`src/rtl/instruction_fetch_pkg.sv`:
```
// Shared fetch/decode constants: bus widths, opcode field layout, HALT and NOP encodings,
// and the fetch FSM state type.
package instruction_fetch_pkg;

    localparam int unsigned IF_ADDR_WIDTH   = 8;
    localparam int unsigned IF_INST_WIDTH   = 32;
    localparam int unsigned OPCODE_WIDTH    = 6;
    localparam logic [OPCODE_WIDTH-1:0] HALT_OPCODE = 6'h3F;
    localparam logic [IF_INST_WIDTH-1:0] NOP_INST   = 32'h0000_0000;
    localparam logic [IF_ADDR_WIDTH-1:0] RESET_PC   = 8'h00;

    typedef enum logic {
        ST_RUN    = 1'b0,
        ST_HALTED = 1'b1
    } fetch_state_e;

endpackage

```
`src/rtl/instruction_fetch_if_id_register.sv`:
```
// IF/ID pipeline register: holds on stall, loads a bubble on redirect/halt,
// otherwise captures the fetched word with its address.
module if_id_register
    import instruction_fetch_pkg::*;
#(
    parameter int unsigned ADDR_WIDTH = IF_ADDR_WIDTH,
    parameter int unsigned INST_WIDTH = IF_INST_WIDTH
) (
    input  logic                  clk,
    input  logic                  reset,
    input  logic                  hold_i,
    input  logic                  bubble_i,
    input  logic [INST_WIDTH-1:0] inst_i,
    input  logic [ADDR_WIDTH-1:0] pc_i,
    output logic [INST_WIDTH-1:0] inst_o,
    output logic [ADDR_WIDTH-1:0] pc_o,
    output logic                  valid_o
);

    logic [INST_WIDTH-1:0] inst_q;
    logic [ADDR_WIDTH-1:0] pc_q;
    logic                  valid_q;

    // Pipeline register: reset > hold > bubble > capture.
    always_ff @(posedge clk) begin
        if (reset) begin
            inst_q  <= NOP_INST;
            pc_q    <= '0;
            valid_q <= 1'b0;
        end else if (hold_i) begin
            inst_q  <= inst_q;
            pc_q    <= pc_q;
            valid_q <= valid_q;
        end else if (bubble_i) begin
            inst_q  <= NOP_INST;
            pc_q    <= '0;
            valid_q <= 1'b0;
        end else begin
            inst_q  <= inst_i;
            pc_q    <= pc_i;
            valid_q <= 1'b1;
        end
    end

    assign inst_o  = inst_q;
    assign pc_o    = pc_q;
    assign valid_o = valid_q;

endmodule

```
`src/rtl/instruction_fetch.sv`:
```
// Fetch stage: PC register, redirect/halt FSM and the IF/ID register feeding decode.
// The instruction memory reads combinationally at pc.
module instruction_fetch
    import instruction_fetch_pkg::*;
#(
    parameter int unsigned ADDR_WIDTH = IF_ADDR_WIDTH,
    parameter int unsigned INST_WIDTH = IF_INST_WIDTH
) (
    input  logic                  clk,
    input  logic                  reset,
    input  logic                  stall,
    input  logic                  flush,
    input  logic [ADDR_WIDTH-1:0] branch_target,
    input  logic                  jump,
    input  logic [ADDR_WIDTH-1:0] jump_target,
    input  logic [INST_WIDTH-1:0] instruction,
    output logic [ADDR_WIDTH-1:0] pc,
    output logic [INST_WIDTH-1:0] if_id_instruction,
    output logic [ADDR_WIDTH-1:0] if_id_pc,
    output logic                  if_id_valid,
    output logic                  halted
);

    fetch_state_e          state_q, state_d;
    logic [ADDR_WIDTH-1:0] pc_q, pc_d;
    logic                  ifid_hold_s;
    logic                  ifid_bubble_s;
    logic                  is_halt_s;

    assign is_halt_s = (instruction[INST_WIDTH-1 -: OPCODE_WIDTH] == HALT_OPCODE);

    // Next-PC / next-state selection: flush > stall > halted > jump > halt-detect > sequential.
    always_comb begin
        pc_d          = pc_q;
        state_d       = state_q;
        ifid_hold_s   = 1'b0;
        ifid_bubble_s = 1'b0;
        if (flush) begin
            pc_d          = branch_target;
            state_d       = ST_RUN;
            ifid_bubble_s = 1'b1;
        end else if (stall) begin
            ifid_hold_s   = 1'b1;
        end else if (state_q == ST_HALTED) begin
            // Parked: the HALT word already went to decode, so only bubbles follow.
            ifid_bubble_s = 1'b1;
        end else if (jump) begin
            pc_d          = jump_target;
            ifid_bubble_s = 1'b1;
        end else if (is_halt_s) begin
            state_d       = ST_HALTED;
        end else begin
            pc_d          = pc_q + ADDR_WIDTH'(1);
        end
    end

    // PC register and fetch FSM.
    always_ff @(posedge clk) begin
        if (reset) begin
            pc_q    <= RESET_PC;
            state_q <= ST_RUN;
        end else begin
            pc_q    <= pc_d;
            state_q <= state_d;
        end
    end

    if_id_register #(
        .ADDR_WIDTH (ADDR_WIDTH),
        .INST_WIDTH (INST_WIDTH)
    ) u_if_id (
        .clk      (clk),
        .reset    (reset),
        .hold_i   (ifid_hold_s),
        .bubble_i (ifid_bubble_s),
        .inst_i   (instruction),
        .pc_i     (pc_q),
        .inst_o   (if_id_instruction),
        .pc_o     (if_id_pc),
        .valid_o  (if_id_valid)
    );

    assign pc     = pc_q;
    assign halted = (state_q == ST_HALTED);

endmodule
```
`config.mk`:
```
export PLATFORM = sky130hd
export DESIGN_NAME = instruction_fetch
export DESIGN_NICKNAME = d
export VERILOG_FILES = /design/src/rtl/instruction_fetch_pkg.sv /design/src/rtl/instruction_fetch_if_id_register.sv /design/src/rtl/instruction_fetch.sv
export SDC_FILE = /design/constraint.sdc
export NUM_CORES = 1
export LEC_CHECK = 0
export ABC_AREA = 1
export ABC_CLOCK_PERIOD_IN_PS = 1500
export BUFFER_PORTS_ARGS = -buffer_cell sky130_fd_sc_hd__buf_2
export CAP_MARGIN = 20
export CORE_MARGIN = 2
export CORE_UTILIZATION = 38
export DETAILED_ROUTE_END_ITERATION = 12
export PLACE_DENSITY = 0.79
export SLEW_MARGIN = 20
export SYNTH_ARGS = -nofsm -noshare
export SYNTH_HDL_FRONTEND = slang
export SYNTH_HIERARCHICAL = 1
export SYNTH_SLANG_ARGS = --single-unit
```
`constraint.sdc`:
```
create_clock -name clk -period 1.5 [get_ports clk]
set_input_delay 0 -clock clk [delete_from_list [all_inputs] [get_ports clk]]
set_output_delay 0 -clock clk [all_outputs]
set_load 0.01 [all_outputs]
```
==> results.md <==
- Run status: completed
- Area of the mapped netlist: 0.002285 mm^2
- Ant. Diodes: 0
- Post-synth EDFFs: 0
- CP Launch Type: flip-flop
- Cells after synthesis: 302
- Largest net degree at the start of global routing: 51
- Antenna violations before repair: 0
- Clk sinks: 50
- Hold_sp: stall
- Min-Delay Path Class: in2reg
- WL/cell: 11.86 um
- Row cnt: 28
- Slew Viols, Final: 0
- CP Class: reg2reg
- CP Data Required Time: 1.69 ns
- Clock Tree Root: clkbuf_8
- ANT nets after route: 0
- CTS tree: yes
- Number of vias per cell: 4.609
- Ports: approximately 100
- Drt total wl: ~6000 um
- Fillers: 553
- Core area: about 0.0059 mm^2
- IO buf count: 102
- Post-Syn Nets: 356
- Drt pass-1 iters: 4
- Hold Fails Final Rpt: 0
- GP Congestion: 0.7809
- Final Net Count: 487
- Most used DFF post-synth: dfxtp_1
- VDD IR max: between 0.3 and 0.4 mV
- Clk_lat worst skew: 0.30 ns
- Longest Clk Path Bufs: 2
- Layout area overhead: 41.13%
- Share of the clock period used by the worst path: between 80% and 90%
- RSZ-0062 raised after global routing: false
- Final Setup Violations: 0
- Clock-pin slew on the worst setup and hold paths: around 0.090 ns
- Total Negative Setup Slacks: 0 ns
- Commonest non-fill, non-tap cell in the layout: nand2_1
- Lkg Pwr: 1.493 nW
- Placed Area: 0.002814 mm^2
- WP data arrival: roughly 1.5 ns
- Async SR Flop Fraction: 0%
- Synth unique cells: 28
- Worst hold margin: 0.04046 ns
- Detail Placement HPWL: 3891 um
- Max cap viols: 0
- Peak Freq: 0.7436 GHz
- Reg2reg start: halted
- Setup Buffers After CTS: 0
- Most frequent cells in the layout: 116 x nand2_1, 102 x buf_2, 50 x dfxtp_1, 41 x a21oi_1, 32 x dlygate4sd3_1
- CTS HTree Levels: 2
- #FFs+latches synth: 50
- CTS resizes: 0
- Crit end category: flip-flop
- Post-layout min period: about 1.3 ns
- Synth warn: 6
- Worst Setup SP: halted
- Via Count: 2346
- DRC: 0
- Die height: ~80 um
- PwrDens: 850.7 mW/mm^2
- Register area share after synthesis: 43.81%
- Post-route cell area: 0.003224 mm^2
- Layout cells sized above 1: 34.33%
- First-pass GRT wire length: slightly above 9000 um
- GRT Residual Overflow: 0
- Initial Util: around two fifths
- Violation count after the first detailed-routing iteration: between 90 and 100
- Slew Limit Headroom: 73.29%
- Die extent in x: 81.54 um
- CTS Buf Count: 5
- Final clock skew: 0.005399 ns
- Gr usage total: 17.76%
- Least-Margin Pin Slew: 0.4006 ns
- Vias in the first global route: a little over 2000
- Syn Area/Cell: 7.565 um^2
- Full die area: 0.006649 mm^2
- CP Max Fanout: 18
[state kept, by name (all words and copies together) (netlist names)]
signal           count
pc                   8
u_if_id/valid_o      1
u_if_id/inst_o      32
u_if_id/pc_o         8
halted               1
[cells by family (layout without fill, tap and decap cells)]
family	Yosys count	count (layout)	synth area share [%]
DFF	50	50	43.81
and+or+nand+nor	157	157	29.96
AOI/OAI and AO/OA	62	62	16.10
buffers and inverters	32	164	9.584
adders and majority gates	1	1	0.5476
[power by group]
group	switching [mW]	internal (mW)	total, mW
sequential	0.0444	1.39	1.44
clock	0.443	0.328	0.771
combinational	0.284	0.252	0.536
[per-layer routing]
metal | vias to the layer above | GRT usage [%] | part of all wire [%] | wire length, um
met5 | - | 0 | 0 | 0
met1 | 1043 | 20.59 | 44 | 2642
met4 | 0 | 7.966 | 1.5 | 91
met3 | 7 | 4.725 | 5.4 | 327
met2 | 72 | 30.57 | 49 | 2975
li1 | 1224 | - | - | -
[path summary, 6_finish.rpt]
kind,to,slack (ns),cells after the start
worst min register to register,u_if_id/inst_o[28],0.46,2
worst max register to register,u_if_id/valid_o,0.16,6
worst min-delay path,halted,0.04,4
worst max-delay path,u_if_id/valid_o,0.16,6
[area by class of cell]
| cell class | count | area (um^2) | share of cell area (%) |
|---|---|---|---|
| clock inverters | 3 | 21.27 | 0.6597 |
| repair buffers | 143 | 923.4 | 28.64 |
| well taps | 75 | 93.84 | 2.910 |
| clock buffers | 5 | 68.82 | 2.134 |
| inverters | 13 | 51.30 | 1.591 |
| flip-flops and latches | 50 | 1001 | 31.04 |
| multi-input cells | 220 | 1065 | 33.02 |
[critical path, cell delays in order (launching register included)]
cell	delay [ns]
dfxtp_1	0.40
inv_1	0.07
a21oi_1	0.34
nor2_8	0.05
buf_4	0.20
a21oi_1	0.12
nor2_1	0.05
[Yosys cell counts, types with 2 or more instances]
cell type | number | area share [%]
a21oi_1 | 41 | 9.0
buf_6 | 3 | 1.5
a31oi_1 | 2 | 0.55
nor2_2 | 3 | 0.82
buf_2 | 7 | 1.5
nand2_2 | 5 | 1.4
buf_8 | 4 | 2.6
o21ai_0 | 4 | 0.88
dfxtp_1 | 50 | 44
nand2_4 | 2 | 0.99
nand3_1 | 11 | 2.4
a21oi_2 | 14 | 5.4
buf_1 | 2 | 0.33
nand2_1 | 116 | 19
inv_1 | 11 | 1.8
nor2_1 | 15 | 2.5
[per-stage QoR]
stage	util, %	cells	setup slack, ns	total power [mW]
global route	55.11	509	0.05164	2.909
global placement	48.10	469	0.1824	1.922
detailed placement	48.10	469	0.1580	1.932
CTS	55.11	509	0.1437	2.772
finish	55.11	509	0.1551	2.743
floorplan	-	302	0.1828	1.763
[what timing repair did]
| action | CTS | global route |
|---|---|---|
| hold buffers | 32 | 0 |
| setup endpoints to repair | 0 | 0 |
| endpoints found under the hold margin | 32 | 0 |
(Power assumes the default switching activity.)
